<file path="config.mk">
export PLATFORM = sky130hd
export DESIGN_NAME = cruise_sequencer
export DESIGN_NICKNAME = d
export VERILOG_FILES = /design/src/rtl/cruise_pkg.sv /design/src/rtl/cruise_step_timer.sv /design/src/rtl/cruise_sequencer.sv
export SDC_FILE = /design/constraint.sdc
export NUM_CORES = 1
export LEC_CHECK = 0
export ABC_CLOCK_PERIOD_IN_PS = 5100
export CAP_MARGIN = 20
export CORE_MARGIN = 1
export CORE_UTILIZATION = 48
export CTS_BUF_LIST = sky130_fd_sc_hd__clkbuf_4 sky130_fd_sc_hd__clkbuf_8
export DETAILED_ROUTE_END_ITERATION = 12
export GPL_TIMING_DRIVEN = 0
export PLACE_DENSITY_LB_ADDON = 0.08
export SLEW_MARGIN = 20
export SYNTH_ARGS = -nofsm -noshare
export SYNTH_HDL_FRONTEND = slang
export SYNTH_SLANG_ARGS = --single-unit
</file>
<file path="constraint.sdc">
create_clock -name clock -period 5.1 [get_ports clock]
set_clock_uncertainty 0.2 [all_clocks]
set_input_delay 1.02 -clock clock [delete_from_list [all_inputs] [get_ports clock]]
set_output_delay 1.02 -clock clock [all_outputs]
set_load 0.03 [all_outputs]
</file>
<file path="src/rtl/cruise_pkg.sv">
// rtl/cruise_pkg.sv - shared constants and types for the cruise sequencer and its ALU
//
// Purpose: ALU mode codes (shared with the speed ALU), sequencer state enum,
//          speed step size and a small helper that classifies engaged states.
// Ports:   none (package).
package cruise_pkg;

  localparam logic [1:0] MODE_PASS = 2'b00;
  localparam logic [1:0] MODE_CMP  = 2'b01;
  localparam logic [1:0] MODE_ADD5 = 2'b10;
  localparam logic [1:0] MODE_SUB5 = 2'b11;

  localparam logic [7:0] SPEED_STEP = 8'd5;

  typedef enum logic [2:0] {
    ST_OFF,
    ST_IDLE,
    ST_CMP_ISSUE,
    ST_CMP_EVAL,
    ST_ADJ_ISSUE,
    ST_ADJ_CAP
  } state_t;

  function automatic logic is_engaged(input state_t s);
    return (s == ST_CMP_ISSUE) || (s == ST_CMP_EVAL) ||
           (s == ST_ADJ_ISSUE) || (s == ST_ADJ_CAP);
  endfunction

endpackage

</file>
<file path="src/rtl/cruise_step_timer.sv">
// rtl/cruise_step_timer.sv - pacing timer for held accel/coast steps
//
// Purpose: spaces successive desired-speed steps STEP_CYCLES cycles apart
//          while a step button is held; the first step after a fresh press
//          is allowed immediately.
// Ports:
//   clock    in  1  clock, posedge
//   reset    in  1  synchronous, active-high
//   hold     in  1  accel or coast currently held
//   restart  in  1  a step was just captured; begin a new interval
//   expired  out 1  a step may be taken now
module cruise_step_timer #(
  parameter int STEP_CYCLES = 16
) (
  input  logic clock,
  input  logic reset,
  input  logic hold,
  input  logic restart,
  output logic expired
);

  localparam int CW = (STEP_CYCLES > 1) ? $clog2(STEP_CYCLES) : 1;
  localparam logic [CW-1:0] RELOAD = CW'(STEP_CYCLES - 1);

  logic [CW-1:0] count;
  // Set while no step has been taken since the button went down, so the
  // very first step of a press does not wait out a full interval.
  logic          armed;

  always_ff @(posedge clock) begin
    if (reset) begin
      count <= RELOAD;
      armed <= 1'b1;
    end else if (!hold) begin
      count <= RELOAD;
      armed <= 1'b1;
    end else if (restart) begin
      count <= RELOAD;
      armed <= 1'b0;
    end else if (count != '0) begin
      count <= count - CW'(1);
    end
  end

  assign expired = armed || (count == '0);

endmodule

</file>
<file path="src/rtl/cruise_sequencer.sv">
// rtl/cruise_sequencer.sv - cruise-control sequencer driving the speed ALU
//
// Purpose: owns the desired-speed register, sequences CMP / ADD5 / SUB5
//          operations on the ALU and turns compare results into throttle
//          requests.
// Ports:
//   clock, reset               in   1  clock (posedge), sync active-high reset
//   enable                     in   1  master cruise switch
//   set, resume                in   1  one-cycle pulses
//   accel, coast               in   1  held step buttons
//   brake, cancel              in   1  disengage requests
//   c_speed                    in   8  current speed
//   alu_mode                   out  2  ALU mode code
//   alu_d_speed                out  8  desired speed to the ALU
//   alu_out_speed              in   8  ALU registered result
//   alu_L, alu_EQ, alu_G       in   1  ALU registered compare flags
//   cruise_active              out  1  engaged
//   throttle_up, throttle_down out  1  throttle requests
//   d_valid                    out  1  desired speed usable by resume
module cruise_sequencer
  import cruise_pkg::*;
#(
  parameter logic [7:0] MIN_SPEED   = 8'd40,
  parameter logic [7:0] MAX_SPEED   = 8'd200,
  parameter int         STEP_CYCLES = 16
) (
  input  logic       clock,
  input  logic       reset,
  input  logic       enable,
  input  logic       set,
  input  logic       resume,
  input  logic       accel,
  input  logic       coast,
  input  logic       brake,
  input  logic       cancel,
  input  logic [7:0] c_speed,
  output logic [1:0] alu_mode,
  output logic [7:0] alu_d_speed,
  input  logic [7:0] alu_out_speed,
  input  logic       alu_L,
  input  logic       alu_EQ,
  input  logic       alu_G,
  output logic       cruise_active,
  output logic       throttle_up,
  output logic       throttle_down,
  output logic       d_valid
);

  state_t     state, next_state;
  logic [7:0] d_speed, d_speed_next;
  logic       d_valid_next;
  logic       up_next, down_next;
  logic       step_up, step_up_next;

  logic hold, disengage, set_ok, up_ok, down_ok, step_expired;

  assign hold      = accel | coast;
  assign disengage = brake | cancel;
  assign set_ok    = set && (c_speed >= MIN_SPEED) && (c_speed <= MAX_SPEED);
  // Range guards keep the desired speed inside [MIN, MAX] and away from 8-bit wrap.
  assign up_ok     = accel && !coast && (d_speed <= MAX_SPEED - SPEED_STEP);
  assign down_ok   = coast && !accel && (d_speed >= MIN_SPEED + SPEED_STEP);

  cruise_step_timer #(
    .STEP_CYCLES (STEP_CYCLES)
  ) u_step_timer (
    .clock   (clock),
    .reset   (reset),
    .hold    (hold),
    .restart (state == ST_ADJ_CAP),
    .expired (step_expired)
  );

  always_ff @(posedge clock) begin
    if (reset) begin
      state         <= ST_OFF;
      d_speed       <= 8'd0;
      d_valid       <= 1'b0;
      throttle_up   <= 1'b0;
      throttle_down <= 1'b0;
      step_up       <= 1'b0;
      cruise_active <= 1'b0;
    end else begin
      state         <= next_state;
      d_speed       <= d_speed_next;
      d_valid       <= d_valid_next;
      throttle_up   <= up_next;
      throttle_down <= down_next;
      step_up       <= step_up_next;
      cruise_active <= is_engaged(next_state);
    end
  end

  always_comb begin
    next_state   = state;
    d_speed_next = d_speed;
    d_valid_next = d_valid;
    up_next      = throttle_up;
    down_next    = throttle_down;
    step_up_next = step_up;

    alu_mode = MODE_PASS;
    if (state == ST_CMP_ISSUE) alu_mode = MODE_CMP;
    if (state == ST_ADJ_ISSUE) alu_mode = step_up ? MODE_ADD5 : MODE_SUB5;

    if (!enable) begin
      next_state   = ST_OFF;
      d_speed_next = 8'd0;
      d_valid_next = 1'b0;
      up_next      = 1'b0;
      down_next    = 1'b0;
    end else if (state == ST_OFF) begin
      next_state = ST_IDLE;
    end else if (disengage) begin
      // Leaving ADJ_ISSUE here drops the in-flight ALU result unused.
      next_state = ST_IDLE;
      up_next    = 1'b0;
      down_next  = 1'b0;
    end else begin
      if (state == ST_CMP_EVAL) begin
        up_next   = alu_L && !alu_EQ;
        down_next = alu_G && !alu_EQ;
      end
      if (set_ok) begin
        d_speed_next = c_speed;
        d_valid_next = 1'b1;
        next_state   = ST_CMP_ISSUE;
      end else if (resume && (state == ST_IDLE) && d_valid) begin
        next_state = ST_CMP_ISSUE;
      end else begin
        case (state)
          ST_CMP_ISSUE: next_state = ST_CMP_EVAL;
          ST_CMP_EVAL: begin
            if (step_expired && up_ok) begin
              next_state   = ST_ADJ_ISSUE;
              step_up_next = 1'b1;
            end else if (step_expired && down_ok) begin
              next_state   = ST_ADJ_ISSUE;
              step_up_next = 1'b0;
            end else begin
              next_state = ST_CMP_ISSUE;
            end
          end
          ST_ADJ_ISSUE: next_state = ST_ADJ_CAP;
          ST_ADJ_CAP: begin
            d_speed_next = alu_out_speed;
            next_state   = ST_CMP_ISSUE;
          end
          default: ;
        endcase
      end
    end
  end

  assign alu_d_speed = d_speed;

endmodule

</file>
==> impl_results.md <==
- Placeable core area: around 2300 sq um
- Total track usage: 0.258
- Boundary Pins: 42
- Period utilization: 0.632
- Buffers and inverters on the worst path: 2
- Leakage: about 0.6 nW
- Most area-hungry cell type in the Yosys netlist: dfxtp_1
- Ys flop type: dfxtp_1
- Yosys reg bits: 21
- Post-layout minimum cycle time: ~3.2 ns
- Maxcap violations: 0
- FP Rows: 17
- Synth top cells by count: dfxtp_1 (21), nor2_1 (12), a21oi_1 (10)
- Initial Util: 0.524
- DR DRC count: 0
- Total wire length: 3020 microns
- Met2 WL: between 1500 and 2000 microns
- Grt ovf: 0
- Setup TNS: 0 ns
- Actual slew at the worst max-slew pin: between 0.7 and 0.8 ns
- RSZ-0062 raised after global routing: no
- HP Class: reg -> reg
- Drt initial violations: 15
- Post-route ant nets: 0
- Critical Path Source Type: flip-flop
- Clock Latency Late Sink: roughly 0.31 ns
- Final setup vio count: 0
- Final Hold Fails: 0
- Antenna violations before repair: 0
- Chip height: around 52 microns
- Area after DPL: 1640 sq um
- Root Driver: clkbuf_4
- Share of the yosys chip area belonging to registers: 0.352
- Ys async rst share: 0
- DP Cell Count: 200
- WL per Instance: 14.8 microns
- Worst Hold End: throttle_down
- R2R Path Start: u_step_timer.count[0]
- DRT Pass-1 Iters: 5
- Post-cts sizing count: 0
- Slew Limit Fails: 0
- Mean post-synth cell area: around 9.1 sq um
- Worst EP arrival: ~2.0 ns
- Layout cell share with drive strength beyond 1: 0.0739
- Antenna Diode Count: 0
- Top area cells in the synthesized netlist: dfxtp_1 (35%), mux2i_1 (5.0%), a211oi_1 (5.0%)
- Via/cell ratio: roughly 5.9
- Worst hold slack: 0.280 ns
- Reg2Reg Depth: 7
- Crit end category: output pin
- Family with the most delay on the worst path: buffers and inverters
- Area share of the largest cell type after synthesis: 0.352
- Worst R2R End: cruise_active
- Die Wd: 51.9 microns
- Reg clk slew, reported paths: around 0.12 ns
- PortBufs: just over 40
- Slowest stage delay, CP: 0.69 ns
- Hold Buf Count CTS: 0
- Top routing layer in use: met4
- Power Dens Cells: 189 nW/um^2
- Synthesis warning total: 0
- Kind of critical path: reg -> out
- Worst path slowest cell: clkdlybuf4s50_1
- First-pass GRT wire length: 5200 microns
- Mapped cell area: ~1200 sq um
- Filler instances: between 150 and 200
- Vias post-DR: approximately 1200
- Met1 wire length: about 1300 microns
- Post-route insts no fill: slightly above 200
- # Post-CTS Setup Buffers: 0
- Largest net degree at the start of global routing: 12
- Crit Path Max Fanout: 10
- Register-to-register setup slack: approximately 2.9 ns
- Area Overhead vs Synth: 39.8%
- EDFF count, synth: 0
- Final #Nets: ~200
- Status: completed
- CP cell instances: clkbuf_1, nand3b_1, a21oi_1, clkdlybuf4s50_1
- GPL Wtd Cong: 0.833
- Fin area: approximately 1700 sq um
- Relative slew slack: 0.524
- Detailed placer's ending HPWL: roughly 2400 microns
- Die area: 2690 sq um
- Worst hold stages: 2
- Vias in the first global route: 1225
- Fmax achieved: roughly 310 MHz
- CTS tree: yes
- Clk buf depth: 2
- H-Tree Depth: 1
- Post-synth cell types: between 40 and 50
- Number of buffers created by CTS: 3
- Hold Startpoint: throttle_down
- VDD IR max: ~0.00017 V
- Net count after synthesis: between 150 and 200
- Routed met3 length: approximately 130 microns
- Required time of the worst setup path: 3.88 ns
- Mapped Cells: around 130
- Clock Sinks: 21
- Top-count cell post-synth: dfxtp_1
- Fin util: 0.733
per-stage QoR:
step	power (mW)	setup slack, ns
after floorplan	0.200	2.35
after global placement	0.229	1.84
after detailed placement	0.231	1.81
after CTS	0.318	1.89
after global routing	0.331	1.80
final	0.315	1.88
cells by family (layout without fill, tap and decap cells):
logic type | after synthesis | count (layout) | share of synthesized area
adders and majority gates | 1 | 1 | 0.0105
and+or+nand+nor | 41 | 41 | 0.190
AOI/OAI and AO/OA | 48 | 48 | 0.327
buffers and inverters | 11 | 56 | 0.0440
xor gates and xnor gates | 1 | 1 | 0.00734
DFF | 21 | 21 | 0.352
muxes | 8 | 8 | 0.0692
power by group:
group	switching, mW	leakage [nW]	internal [mW]	total [mW]
combinational	0.0271	0.401	0.0327	0.0598
clock	0.0518	0.0184	0.0358	0.0876
sequential	0.00150	0.170	0.166	0.168
how the worst max path moves through the flow:
stage	from	endpoint	slack, ns	depth (start not counted)
2_1_floorplan	c_speed[0]	cruise_active	2.35	6
3_3_place_gp	c_speed[0]	cruise_active	1.84	7
3_5_place_dp	c_speed[0]	cruise_active	1.81	7
4_1_cts	state[2]	alu_mode[0]	1.89	4
5_1_grt	state[2]	alu_mode[0]	1.80	4
6_report	state[2]	alu_mode[0]	1.88	4
tightest hold or removal path, stage by stage, from the launching register on:
cell and delay (ns):
dfxtp_1 0.33, nand2b_1 0.06, a21oi_1 0.05
state kept, by name, summed over array words and instances, names as in the netlist:
name	cells
alu_d_speed	8
u_step_timer.count	4
state	3
cruise_active	1
d_valid	1
step_up	1
throttle_down	1
throttle_up	1
u_step_timer.armed	1
placed cells by master (no fill, tap or decap), types with 3 or more instances in the layout:
cell             instances
nor2_1                  12
clkbuf_4                 4
mux2i_1                  6
nor2b_1                  3
inv_1                    6
clkdlybuf4s50_1         41
a21oi_1                 10
nand2b_1                 6
dfxtp_1                 21
a211oi_1                 8
clkbuf_1                 3
o221ai_1                 4
nand2_1                  4
o21ai_0                  4
area by class of cell:
class / instances / area [sq um] / share of cell area
Multi-Input combinational cell: 99 / 721 / 0.432
Tap cell: 28 / 35.0 / 0.0210
Clock buffer: 4 / 30.0 / 0.0180
Sequential cell: 21 / 420 / 0.252
Inverter: 6 / 22.5 / 0.0135
Timing Repair Buffer: 41 / 410 / 0.246
Buffer: 5 / 30.0 / 0.0180
layer usage:
metal / GRT usage / up-vias
met5: 0 / -
met1: 0.287 / 571
li1: - / 590
met2: 0.470 / 34
met3: 0.0731 / 2
met4: 0.0721 / 0
No activity file was read; power rests on OpenSTA's default activity.
